### src/rtl/fxp_seq_divider16.sv
`default_nettype none
// fxp_seq_divider16: signed Q(WIDTH-FRAC).FRAC restoring divider, one quotient bit per clock.
// Fixed WIDTH+FRAC+1 cycle latency; saturating result with overflow and divide-by-zero flags.
module fxp_seq_divider16 #(
  parameter int WIDTH = 16,
  parameter int FRAC  = 8
) (
  input  logic             clk,
  input  logic             rst_n,
  input  logic             start,
  input  logic [WIDTH-1:0] dividend,
  input  logic [WIDTH-1:0] divisor,
  output logic             busy,
  output logic             done,
  output logic [WIDTH-1:0] quotient,
  output logic             overflow,
  output logic             div_zero
);

  localparam int N  = WIDTH + FRAC;
  localparam int CW = $clog2(N + 1);

  localparam logic [1:0] S_IDLE = 2'd0;
  localparam logic [1:0] S_DIV  = 2'd1;
  localparam logic [1:0] S_FIX  = 2'd2;

  localparam logic [N-1:0]     c_max_pos = {{(FRAC+1){1'b0}}, {(WIDTH-1){1'b1}}};
  localparam logic [N-1:0]     c_max_neg = c_max_pos + 1'b1;
  localparam logic [WIDTH-1:0] c_sat_pos = {1'b0, {(WIDTH-1){1'b1}}};
  localparam logic [WIDTH-1:0] c_sat_neg = {1'b1, {(WIDTH-1){1'b0}}};

  logic [1:0]       r_state;
  logic [1:0]       w_next;
  logic [CW-1:0]    r_cnt;
  logic [N-1:0]     r_num;
  logic [WIDTH:0]   r_rem;
  logic [N-1:0]     r_q;
  logic [WIDTH:0]   r_dvs;
  logic             r_sign;
  logic             r_dz;
  logic             r_dvd_neg;

  logic             r_done;
  logic [WIDTH-1:0] r_quot;
  logic             r_ovf;
  logic             r_divz;

  logic [WIDTH:0]   w_dvd_ext;
  logic [WIDTH:0]   w_dvs_ext;
  logic [WIDTH:0]   w_dvd_mag;
  logic [WIDTH:0]   w_dvs_mag;
  logic [WIDTH+1:0] w_shift;
  logic [WIDTH+1:0] w_trial;
  logic             w_ge;
  logic             w_last;
  logic [WIDTH-1:0] w_q_neg;
  logic [WIDTH-1:0] w_fix_q;
  logic             w_fix_ovf;

  // Magnitudes carry one extra bit so that -2^(WIDTH-1) stays exact.
  assign w_dvd_ext = {dividend[WIDTH-1], dividend};
  assign w_dvs_ext = {divisor[WIDTH-1], divisor};
  assign w_dvd_mag = dividend[WIDTH-1] ? -w_dvd_ext : w_dvd_ext;
  assign w_dvs_mag = divisor[WIDTH-1]  ? -w_dvs_ext : w_dvs_ext;

  assign w_shift = {r_rem, r_num[N-1]};
  assign w_trial = w_shift - {1'b0, r_dvs};
  assign w_ge    = ~w_trial[WIDTH+1];
  assign w_last  = (r_cnt == CW'(N - 1));
  assign w_q_neg = -r_q[WIDTH-1:0];

  always_comb begin
    w_fix_q   = r_sign ? w_q_neg : r_q[WIDTH-1:0];
    w_fix_ovf = 1'b0;
    if (r_dz) begin
      w_fix_q = r_dvd_neg ? c_sat_neg : c_sat_pos;
    end else if (!r_sign && (r_q > c_max_pos)) begin
      w_fix_q   = c_sat_pos;
      w_fix_ovf = 1'b1;
    end else if (r_sign && (r_q > c_max_neg)) begin
      w_fix_q   = c_sat_neg;
      w_fix_ovf = 1'b1;
    end
  end

  always_ff @(posedge clk or negedge rst_n) begin
    if (!rst_n) begin
      r_state <= S_IDLE;
    end else begin
      r_state <= w_next;
    end
  end

  always_comb begin
    w_next = r_state;
    case (r_state)
      S_IDLE:  if (start) w_next = S_DIV;
      S_DIV:   if (w_last) w_next = S_FIX;
      S_FIX:   w_next = S_IDLE;
      default: w_next = S_IDLE;
    endcase
  end

  always_comb begin
    busy = (r_state != S_IDLE);
  end

  always_ff @(posedge clk or negedge rst_n) begin
    if (!rst_n) begin
      r_cnt     <= '0;
      r_num     <= '0;
      r_rem     <= '0;
      r_q       <= '0;
      r_dvs     <= '0;
      r_sign    <= 1'b0;
      r_dz      <= 1'b0;
      r_dvd_neg <= 1'b0;
    end else begin
      case (r_state)
        S_IDLE: begin
          if (start) begin
            r_cnt     <= '0;
            r_num     <= N'(w_dvd_mag) << FRAC;
            r_rem     <= '0;
            r_q       <= '0;
            r_dvs     <= w_dvs_mag;
            r_sign    <= dividend[WIDTH-1] ^ divisor[WIDTH-1];
            r_dz      <= (divisor == '0);
            r_dvd_neg <= dividend[WIDTH-1];
          end
        end
        S_DIV: begin
          r_rem <= w_ge ? w_trial[WIDTH:0] : w_shift[WIDTH:0];
          r_q   <= {r_q[N-2:0], w_ge};
          r_num <= {r_num[N-2:0], 1'b0};
          r_cnt <= r_cnt + CW'(1);
        end
        default: ;
      endcase
    end
  end

  always_ff @(posedge clk or negedge rst_n) begin
    if (!rst_n) begin
      r_done <= 1'b0;
      r_quot <= '0;
      r_ovf  <= 1'b0;
      r_divz <= 1'b0;
    end else begin
      r_done <= (r_state == S_FIX);
      if (r_state == S_FIX) begin
        r_quot <= w_fix_q;
        r_ovf  <= w_fix_ovf;
        r_divz <= r_dz;
      end
    end
  end

  assign done     = r_done;
  assign quotient = r_quot;
  assign overflow = r_ovf;
  assign div_zero = r_divz;

endmodule
`default_nettype wire

### config.mk
export PLATFORM = sky130hd
export DESIGN_NAME = fxp_seq_divider16
export DESIGN_NICKNAME = d
export VERILOG_FILES = /design/src/rtl/fxp_seq_divider16.sv
export SDC_FILE = /design/constraint.sdc
export NUM_CORES = 1
export LEC_CHECK = 0
export CORE_ASPECT_RATIO = 1.5
export CORE_UTILIZATION = 30
export CTS_CLUSTER_SIZE = 30
export DETAILED_ROUTE_END_ITERATION = 7
export PLACE_DENSITY = 0.57
export SLEW_MARGIN = 20
export SYNTH_ARGS = -nofsm -noshare
export SYNTH_HDL_FRONTEND = slang
export SYNTH_SLANG_ARGS = --single-unit
### constraint.sdc
create_clock -name clk -period 2.66 [get_ports clk]
set_clock_uncertainty 0.05 [all_clocks]
set_input_delay 0.532 -clock clk [delete_from_list [all_inputs] [get_ports clk]]
set_output_delay 0.532 -clock clk [all_outputs]
set_load 0.05 [all_outputs]
; ---- Word-level counts from Yosys, hierarchy flattened
; Index checks and enable logic that the tools add are counted.
[word_totals]
output_inout_bits = 20
inputBits = 35
reg_bits = 111
elab_cells = 59
[classes]
magnitude_cmp = 2
add_sub_neg = 5
reduce_logical = 10
bitwise_logic = 2
eq_ne = 5
n_mux = 22
[op_table]
columns = operator, n
row1 = $mux W16, 6
row2 = $pmux W24 S2, 2
row3 = $mux W17, 3
row4 = $mux W24, 2
row5 = $pmux W17 S2, 1
row6 = $neg A16 Y16, 2
row7 = $gt A24 B15 Y1 const B, 1
row8 = $gt A24 B16 Y1 const B, 1
row9 = $sub A18 B17 Y18, 1
row10 = $neg A17 Y17, 1
row11 = $logic_not A16 Y1, 1
row12 = $pmux W5 S2, 1
row13 = $reduce_and A2 Y1, 3
row14 = $add A5 B1 Y5 const B, 1
row15 = $eq A5 B5 Y1 const B, 1
row16 = $mux W5, 1
row17 = $mux W2, 2
row18 = $ne A2 B2 Y1 const B, 2
row19 = $pmux W2 S2, 1
row20 = $reduce_bool A2 Y1, 2
row21 = $mux W1, 3
row22 = $eq A2 B1 Y1 const B, 1
row23 = $eq A2 B2 Y1 const B, 1
row24 = $logic_and A1 B1 Y1, 2
row25 = 4 further kinds, 4

; ---- Logic depth before layout (Yosys ltp)
[logic_depth]
word_depth = 5
ltp_mapped = 11
mapped_depth_nobuf = 10

; ---- Worst setup path before layout
; No wires, ideal clock.
[synth_path]
kind = register to register
from = register r_q[3]
to = register r_quot[13] (netlist: quotient[13])
required_ns = 2.484
stages_incl_launch_ff = 9
t_arrival_ns = 2.406
setup_time_ns = 0.126
n_path_buf = 1
slack_ns = 0.078
synth_period_minus_slack_ns = 2.582
cell_sequence = dfrtp_1 > or3_4 > or4_1 > buf_2 > or2_1 > or4_1 > a21oi_1 > nor3_1 > a221o_1
[synth_between]
elab_chain_len = 5
elab_cells_between_ends = 9
cone_classes = add/sub: 1 / order compare: 2 / mux: 4 / reduce/logical: 2
[synth_lines]
columns = item, line
row1 = "start, declared", 37  ; logic [N-1:0] r_q;
row2 = "start signal, assigned", 134  ; r_q <= {r_q[N-2:0], w_ge};
row3 = $neg A16 Y16 / $gt A24 B16 Y1 (equally long branches), "70, 80"
row4 = $mux W16 / $logic_and A1 B1 Y1 (equally long branches), "73, 80"
row5 = $mux W16, 80  ; end else if (r_sign && (r_q > c_max_neg)) begin
row6 = $mux W16 (*), 77  ; end else if (!r_sign && (r_q > c_max_pos)) begin
row7 = $mux W16 (*), 75  ; if (r_dz) begin
row8 = "end signal, assigned", 152  ; r_quot <= w_fix_q;
row9 = "end, declared", 44  ; logic [WIDTH-1:0] r_quot;
; Mark *: on every way between the ends. The rest lies on a longest branch, timed or not.
; A chain may end at the register's enable or synchronous reset.

; ---- Worst setup path after layout
[layout_path]
from = register r_q[4]
to = register r_quot[13] (netlist: quotient[13])
; Same word-level chain as after synthesis.

==> results.toml <==
[run_status]
status = "finished, final reports clean"

[global_route]
grt_pass1_wl_mm = 24.3
grt_max_degree = 45
antenna_found_initial = 0
grt_overflow_total = 0
grt_pass1_vias = 5006
grt_usage_pct = 14.6

[clock_network]
cts_root_buf = "clkbuf_16"
cts_setup_buffers = 0
path_clk_slew_ns = 0.07
cts_num_sinks = 103
cts_hold_buffers = 0
insertion_delay_ns = 0.35
htreeDepth = 3
cts.path.max_buffers = 2
cts_tree = "yes"
cts_buffers = 9

[setup_path]
crit_type = "reg -> reg"
cpMaxStageDelayCell = "or4_1"
crit_family = "simple AND/OR/NAND/NOR gates"
start_kind = "flop"
cp.arrival_ns = 2.76
end_kind = "flop"
crit_fanout = 4
slowest_delay_ns = 0.45
path_cells = "or3_4, or4_1, or2_1, or4_1, a21oi_1, nor3_1, a221o_1"
crit_buf_inv = 0
required_ns = 2.85
cpMostUsedCell = "or4_1"

[power]
pwr-share-comb_pct = 59.0
internal-power_mw = 5.48
power.share.clock_pct = 13.7
p_sw_mw = 4.16
seqPwrFrac_pct = 27.4
switching_share_pct = 43.2
power_density_mw_per_mm2 = 1270
leakagePower_nw = 3.17
irDropWorstVdd_mv = 0.455

[synthesis]
synth_ff_type = "dfrtp_1"
ys_seq_area_share_pct = 43.0
synth_cells = 702
synth_nets = 759
synth_top_cell_by_area = "dfrtp_1"
syn_area_per_cell_sq_um = 8.55
syn_area_sq_mm = 0.00600
synth_top_area_share_pct = 43.0
async_flop_share_pct = 100
synth.yosys.warnings = 0
synth-edff-count = 0
yosysUniqueCellTypes = 51
ys_ff_latch = 103
synth_area_leaders = "dfrtp_1 43%, o21ai_0 8.9%, nand2_1 7.0%, xor2_1 4.7%, ha_1 4.4%"

[routing]
wl_per_cell_um = 13.7
ant_nets = 0
drc = 0
viasPerCell = 4.95
vias = 5182
drt-total-wl_mm = 14.4
dr.pass1.iters = 4
first_iter_violations = 247

[floorplanning]
num_io_pins = 55
core_sq_mm = 0.0197
die_h_um = 175
die-area_sq_mm = 0.0206
num_rows = 63
initial_core_util_pct = 30.5
die_x_um = 117

[final_layout]
fin_nets = 838
post-route-util_pct = 38.5
regArea_sq_mm = 0.00258
layout-drive-gt1-share_pct = 12.5
area_growth_pct = 26.5
multiInputGateArea_sq_mm = 0.00329
n_antenna_cell = 0
fillers = 2046

[placement]
place_congestion = 0.857
io_buffers = 54
preCtsSetupSlack_ns = -0.307
dpl.hpwl_mm = 10.9

[timing]
worst_slack_ns = 0.0917
period_share_pct = 96.6
slew_violations = 0
fin_crit_ns = 2.57
final-setup-viol-count = 0
tightest_slew_ns = 0.642
max_slew_margin_pct = 57.0
finalHoldViolCount = 0
fmax_mhz = 389

[job]
cap_violations = 0

[worst_hold_path]
hold_class = "in -> async"
## final timing paths
check	start	endpoint	slack [ns]	cells past startpoint
min in group clk	r_dvs[10]$_DFFE_PN0P_	r_dvs[10]$_DFFE_PN0P_	0.43	2
worst max-delay path	r_q[4]$_DFFE_PN0P_	quotient[13]$_DFFE_PN0P_	0.09	7
max in group asynchronous	rst_n	r_num[11]$_DFFE_PN0P_	1.80	2
worst min-delay path	rst_n	quotient[0]$_DFFE_PN0P_	0.15	1
worst max register to register	r_q[4]$_DFFE_PN0P_	quotient[13]$_DFFE_PN0P_	0.09	7
worst min register to register	r_dvs[10]$_DFFE_PN0P_	r_dvs[10]$_DFFE_PN0P_	0.43	2
## synth_stat cells, types with 7 or more instances
library cell  number
o21ai_0          107
a21oi_1           36
nor2_1            36
nand4_1            7
clkbuf_1          35
nand2_1          112
mux2i_1           14
o31ai_1           10
o211ai_1           8
xnor2_1           15
a22oi_1           13
nor3_1            10
nand3_1           29
xor2_1            32
nand2b_1           7
o22ai_1            7
dfrtp_1          103
inv_1             30
ha_1              21
or4_1              8
## repair_timing
action / in CTS / in global routing
endpoints found under the setup margin: 2 / 21
gates resized for setup: 1 / 18
pin swaps: 2 / 7
## layout by cell type (no fill, tap or decap), drive strengths merged, types with 3 or more instances in the layout
cell type	n
dfrtp	103
o21ai	107
o31ai	10
or3	4
ha	21
xnor2	15
and2	3
nand2b	7
clkbuf	11
nand4	7
mux2i	14
nand3b	5
nor3	10
o211ai	8
nand2	112
nor4	6
buf	55
nand3	29
nor2b	5
inv	33
xor2	32
or4	8
a21oi	36
nor2	36
o22ai	7
a22oi	13
clkdlybuf4s50	53
a221o	3
o21a	3
a31oi	4
## sequential cells by signal, summed over array words and instances (netlist names), 2 cells and up
name and cells:
quotient 16, r_cnt 5, r_dvs 17, r_num 16
r_q 24, r_rem 17, r_state 2
## cell families (layout without fill, tap and decap cells)
logic type	count (synthesis)	count (layout)	share of synthesized area (%)
AO/OA/AOI/OAI	206	206	20.0
XOR/XNOR	47	47	6.86
adder cells (fa/ha/maj)	22	22	4.71
buffers and inverters	70	154	4.44
flip-flops	103	103	43.0
multiplexers	16	16	2.71
AND/OR/NAND/NOR	238	238	18.3
## final cells by class
| class | instances | share of cell area (%) |
|---|---|---|
| clock inverter | 5 | 0.610 |
| tap | 260 | 4.29 |
| clock buffer | 11 | 3.33 |
| inverter | 30 | 1.48 |
| timing repair buffer | 108 | 12.9 |
| multi-input combinational | 529 | 43.4 |
| sequential | 103 | 34.0 |
## layer usage
layer | vias up | wire (um) | part of all wire (%) | global-route usage [%]
met2 | 90 | 7310 | 51 | 26.2
met3 | 24 | 382 | 2.7 | 1.99
met1 | 2437 | 6310 | 44 | 17.2
li1 | 2631 | - | - | -
met4 | 0 | 360 | 2.5 | 6.41
met5 | - | 0 | 0 | 0
## power groups by stage
stage	Clock (mW)	Combinational, mW	Sequential (mW)
global route	1.43	6.38	2.73
CTS	1.36	5.58	2.63
detailed placement	0	5.55	2.65
finish	1.32	5.69	2.64
floorplan	0	3.80	2.69
global placement	0	5.47	2.64
## metrics by stage
step                area [sq um]  TNS [ns]  hold WS (ns)  instances  power (mW)
global route                7590  -0.00574         0.195       1046        10.5
global placement            7170     -1.02         0.413       1030        8.11
CTS                         7480         0         0.161       1046        9.57
floorplan                   6000         0         0.186        702        6.50
finish                      7590         0         0.150       1046        9.65
detailed placement          7170     -1.08         0.421       1030        8.20
Power figures use the tool's default switching activity.
